[config.mk]
export PLATFORM = sky130hd
export DESIGN_NAME = frame_gen
export DESIGN_NICKNAME = d
export VERILOG_FILES = /design/src/rtl/frame_gen.sv
export SDC_FILE = /design/constraint.sdc
export NUM_CORES = 2
export LEC_CHECK = 0
export CORE_MARGIN = 4
export CORE_UTILIZATION = 60
export CTS_CLUSTER_DIAMETER = 200
export CTS_CLUSTER_SIZE = 10
export DETAILED_ROUTE_END_ITERATION = 7
export GPL_TIMING_DRIVEN = 0
export PLACE_DENSITY = 0.77
export SYNTH_ARGS = -nofsm -noshare
export SYNTH_HDL_FRONTEND = slang
export SYNTH_SLANG_ARGS = --single-unit
[constraint.sdc]
create_clock -name clk_390p625M -period 7 [get_ports clk_390p625M]
set_clock_uncertainty 0.05 [all_clocks]
set_input_delay 0.7 -clock clk_390p625M [delete_from_list [all_inputs] [get_ports clk_390p625M]]
set_output_delay 0.7 -clock clk_390p625M [all_outputs]
set_load 0.01 [all_outputs]
[src/rtl/frame_gen.sv]
// frame_gen: transmit framer that buffers payload words in a show-ahead FIFO and emits
// header / PAYLOAD_WORDS payload / tail packets, with idle fill between packets.
module frame_gen #(
    parameter int                DATA_W        = 62,
    parameter int                PAYLOAD_WORDS = 25,
    parameter int                FIFO_DEPTH    = 32,
    parameter logic [DATA_W-1:0] HEADER_WORD   = '0,
    parameter logic [DATA_W-1:0] IDLE_WORD     = '0,
    parameter logic [3:0]        TAIL_CODE     = 4'b0011
) (
    input  logic                          clk_390p625M,
    input  logic                          rst_n,
    input  logic                          tx_enable,
    input  logic                          force_tail_error,
    input  logic [DATA_W-1:0]             payload_data,
    input  logic                          payload_valid,
    output logic                          payload_ready,
    output logic [DATA_W-1:0]             unscrambled_data,
    output logic                          data_packet_start,
    output logic [29:0]                   packet_count,
    output logic                          packet_count_wrap,
    output logic [$clog2(FIFO_DEPTH):0]   fifo_level
);
    localparam int AW = $clog2(FIFO_DEPTH);
    localparam int IW = $clog2(PAYLOAD_WORDS + 1);

    typedef enum logic [1:0] {IDLE, HEADER, PAYLOAD, TAIL} state_t;

    state_t            state_q, state_d;
    logic [IW-1:0]     idx_q, idx_d;
    logic [AW-1:0]     wr_ptr_q, rd_ptr_q;
    logic [AW:0]       level_q;
    logic [29:0]       count_q;
    logic              wrap_q;
    logic [DATA_W-1:0] mem_q [FIFO_DEPTH];
    logic              push, pop, go;

    assign push = payload_valid && payload_ready;
    assign pop  = state_q == PAYLOAD;
    // Starting only with a full packet buffered means payload can never run dry mid-packet.
    assign go   = tx_enable && level_q >= (AW+1)'(PAYLOAD_WORDS);

    always_ff @(posedge clk_390p625M) begin
        if (push) mem_q[wr_ptr_q] <= payload_data;
    end

    always_ff @(posedge clk_390p625M or negedge rst_n) begin
        if (!rst_n) begin
            state_q  <= IDLE;
            idx_q    <= '0;
            wr_ptr_q <= '0;
            rd_ptr_q <= '0;
            level_q  <= '0;
            count_q  <= '0;
            wrap_q   <= 1'b0;
        end else begin
            state_q  <= state_d;
            idx_q    <= idx_d;
            if (push) wr_ptr_q <= wr_ptr_q + AW'(1);
            if (pop) rd_ptr_q <= rd_ptr_q + AW'(1);
            level_q  <= level_q + (AW+1)'(push) - (AW+1)'(pop);
            if (state_q == HEADER) count_q <= count_q + 30'd1;
            wrap_q   <= state_q == HEADER && &count_q;
        end
    end

    always_comb begin
        state_d = state_q;
        idx_d   = idx_q;
        case (state_q)
            IDLE:    state_d = go ? HEADER : IDLE;
            HEADER: begin
                state_d = PAYLOAD;
                idx_d   = IW'(1);
            end
            PAYLOAD: begin
                state_d = idx_q == IW'(PAYLOAD_WORDS) ? TAIL : PAYLOAD;
                idx_d   = idx_q + IW'(1);
            end
            TAIL:    state_d = go ? HEADER : IDLE;
            default: state_d = IDLE;
        endcase
    end

    always_comb begin
        unscrambled_data = state_q == HEADER  ? HEADER_WORD :
                           state_q == PAYLOAD ? mem_q[rd_ptr_q] :
                           state_q == TAIL    ? {{(DATA_W-34){1'b0}}, count_q, TAIL_CODE ^ {4{force_tail_error}}} :
                                                IDLE_WORD;
    end

    assign data_packet_start = state_q == HEADER;
    assign payload_ready     = level_q != (AW+1)'(FIFO_DEPTH);
    assign packet_count      = count_q;
    assign packet_count_wrap = wrap_q;
    assign fifo_level        = level_q;
endmodule

==> summary.md <==
| Metric | Value |
|---|---|
| Die Width | `369 µm` |
| Global-route wire length before repair | `308000 µm` |
| Die height | `369 µm` |
| Critical path class | `flip-flop to output pin` |
| Seq cells post-synth | `2038` |
| Max Clk Rate | `153 MHz` |
| Total core area | `129000 µm²` |
| Post-CTS Setup Repair Bufs | `0` |
| Cell Pwr Density | `408 nW/µm²` |
| Post-synth top cells | `edfxtp_1, mux4_2, mux2i_1, clkbuf_1, nor2_1` |
| Cell family with most CP delay | `simple AND/OR/NAND/NOR gates` |
| Crit-path slowest cell | `nor2_1` |
| # H-tree levels | `4` |
| Simple-Gate Fraction of Synth Area | `around 1.2%` |
| Die area | `136000 µm²` |
| Yosys top cell area share | `76.2%` |
| Sequential fraction of design power | `39.3%` |
| Routed vias/inst | `7.08` |
| Crit path required time | `6250 ps` |
| Syn avg cell area | `21.9 µm²` |
| Via count | `41939` |
| Pre-antenna DRT Iters | `6` |
| Clock root buffer | `clkbuf_16` |
| Clock Path Buffers | `3` |
| Top_reg_cell synth | `edfxtp_1` |
| Register area share after synthesis | `77.9%` |
| Clock transition at path regs | `around 60 ps` |
| Critical path cell sequence | `ha_1, buf_2, nor2_1, nand2_1, clkbuf_1, o22ai_1, clkdlybuf4s50_1` |
| Post-synth ARST share | `2.65%` |
| Share of cells above drive strength 1 | `around a fifth` |
| Clock Sinks | `2038` |
| Post-Syn Area | `approximately 78000 µm²` |
| Largest cells by area after synthesis | `edfxtp_1, mux4_2, mux2i_1` |
| Global route total overflow | `0` |
| Worst Max-Slew Pin Slew | `1480 ps` |
| Cells after Synth | `3572` |
| Outcome | `finished with violations` |
| Post-synth top area cell | `edfxtp_1` |
| # IOs | `168` |
| Worst-Skew Late Latency | `820 ps` |
| WL final | `roughly 220000 µm` |
| Max Slew Vio Count | `0` |
| Area Overhead vs Synth | `15.6%` |
| Post-Synth XOR/XNOR Area | `0.459%` |
| Worst setup margin | `459 ps` |
| Failing checks | `capacitance limit` |
| Nets | `about 4200` |
| Drt drc | `0` |
| CTS Buf Count | `221` |
| Setup TNS | `0 ps` |
| Leakage power | `0.0290 µW` |
| DP Worst Slack | `1650 ps` |
| Crit Path Max Fanout | `10` |
| Critical Path Start Type | `flip-flop` |
| NetSw | `approximately 12000 µW` |
| Synth Area in Compound Gates | `roughly 4%` |
| Kind of end point of the critical path | `output pin` |
| Initial Util | `60.4%` |
| Clk pwr share | `27.9%` |
| Vias in the first global route | `42567` |
| Combinational power share | `32.8%` |
| DP HPWL | `roughly 140000 µm` |
| Max-Cap Viols | `1` |
| Peak VDD IR | `0.295 mV` |
| P_int | `24900 µW` |
| RSZ-0062 raised after global routing | `no` |
| Worst hold margin | `roughly 200 ps` |
| Largest family of logic cells by synthesized area | `multiplexers` |
| Fin cells | `about 5900` |
| Filler cells | `7351` |
| Post-Syn Nets | `3663` |
| Num rows | `between 100 and 150` |
| Synth Area in Adders | `0.394%` |
| Tcrit/Tclk final | `between 90% and 100%` |
| Port bufs | `167` |
| Slowest stage delay, CP | `between 1000 and 1500 ps` |
| Total power | `36900 µW` |
| WP buf/inv | `3` |
| Synthesis Warnings | `0` |
| CTS tree | `built` |
| Largest net degree at the start of global routing | `48` |
| Final min period | `6540 ps` |
| GP Congestion | `0.810` |
| DRT iter0 DRCs | `just under 8000` |
| GRT Overall Usage | `32.1%` |
| Final hold vios | `0` |
| Switching Fraction | `between 30% and 40%` |
| Dpl cells | `5577` |
| Critical path data arrival time | `5790 ps` |
| Finish-stage setup viols | `0` |
| Post-route ant nets | `0` |
| Routed wire per std cell | `36.6 µm` |
| Number of enable flip-flop cells after synthesis | `1984` |
| HP Class | `input port to asynchronous set/reset pin` |
| Most frequent cell after synthesis | `edfxtp_1` |
| Slew margin rel. | `1.28%` |
| Multiplexer share of the synthesized area | `14.5%` |
| Yosys cell types | `52` |
| Initial antenna violation count | `6` |
state kept, by name, indices dropped and copies added, names as in the netlist:
| name | flops |
|---|---|
| packet_count_wrap | 1 |
| fifo_level | 6 |
| idx_q | 5 |
| mem_q | 1984 |
| packet_count | 30 |
| state_q | 2 |
| rd_ptr_q | 5 |
| wr_ptr_q | 5 |
power by group through the flow:
| stage | Clock, µW | Combinational (µW) | Sequential, µW |
|---|---|---|---|
| after floorplan | 0 | 6850 | 14700 |
| after global placement | 0 | 11200 | 14800 |
| after detailed placement | 0 | 11700 | 14700 |
| after CTS | 10300 | 11900 | 14500 |
| after global routing | 10900 | 12500 | 14500 |
| final | 10300 | 12100 | 14500 |
layout by cell type (no fill, tap or decap), drive strengths merged, types with 5 or more instances in the layout:
cell type,instances
a211oi,18
clkdlybuf4s50,166
diode,8
and3,6
nor2,86
mux2,7
buf,213
xnor2,29
nand2,61
nand3,18
a22oi,8
a21oi,33
a221oi,84
inv,24
and2,6
clkbuf,421
a32o,30
o22ai,47
mux2i,224
o221ai,28
dfrtp,54
ha,23
a2111oi,18
edfxtp,1984
mux4,400
xor2,12
a22o,56
o21ai,66
nand4,11
and4,5
nor3,5
layer usage:
metal	GRT usage, %	wire [µm]	up-vias
li1	-	-	16109
met1	43.9	74300	21582
met2	48.2	100000	3668
met3	11.0	32500	572
met4	13.2	9680	8
met5	0	159	-
worst paths after layout:
| path | from | endpoint | slack [ps] | cells after the start |
|---|---|---|---|---|
| min | rst_n | wr_ptr_q[2] | 210 | 2 |
| max | state_q[0] | unscrambled_data[59] | 460 | 7 |
| min in group clk_390p625M | idx_q[4] | idx_q[4] | 450 | 1 |
| max reg2reg | fifo_level[2] | mem_q[9][30] | 3110 | 9 |
| min reg2reg | idx_q[4] | idx_q[4] | 450 | 1 |
| max in group asynchronous | rst_n | packet_count[9] | 6060 | 3 |
kinds of logic after synthesis:
| kind of cell | Yosys count |
|---|---|
| flops | 2038 |
| fa+ha+maj | 24 |
| xor+xnor | 41 |
| buf+inv | 223 |
| compound gates | 402 |
| mux | 631 |
| simple gates | 213 |
stage by stage:
stage / instance area [µm²] / utilization, %
6_report: 90400 / 69.8
5_1_grt: 90400 / 69.8
4_1_cts: 90400 / 69.8
3_5_place_dp: 84200 / 65.0
3_3_place_gp: 82000 / 63.3
2_1_floorplan: 78200 / -
final cells by class:
type	instances	area (µm²)	area share, %
antenna	8	20.0	0.0221
sequential	2038	60900	67.4
buffer	203	1110	1.23
clock buffer	333	6080	6.73
tap	1742	2180	2.41
inverter	20	75.1	0.0831
timing repair buffer	265	3600	3.99
clock inverter	7	71.3	0.0789
multi-input combinational	1311	16300	18.0
what timing repair did:
action / CTS / global route
endpoints found under the setup margin: 0 / 0
endpoints found under the hold margin: 54 / 0
hold buffers: 1 / 0
gates resized for setup: 0 / 0
worst reg2reg max path, delay by kind of cell, from the launching register on:
kind                       cells  cell delay [ps]
adders and majority gates      1              200
DFF                            1              400
buffers and inverters          4             1060
and+or+nand+nor                4             1810
(Power assumes the default switching activity.)
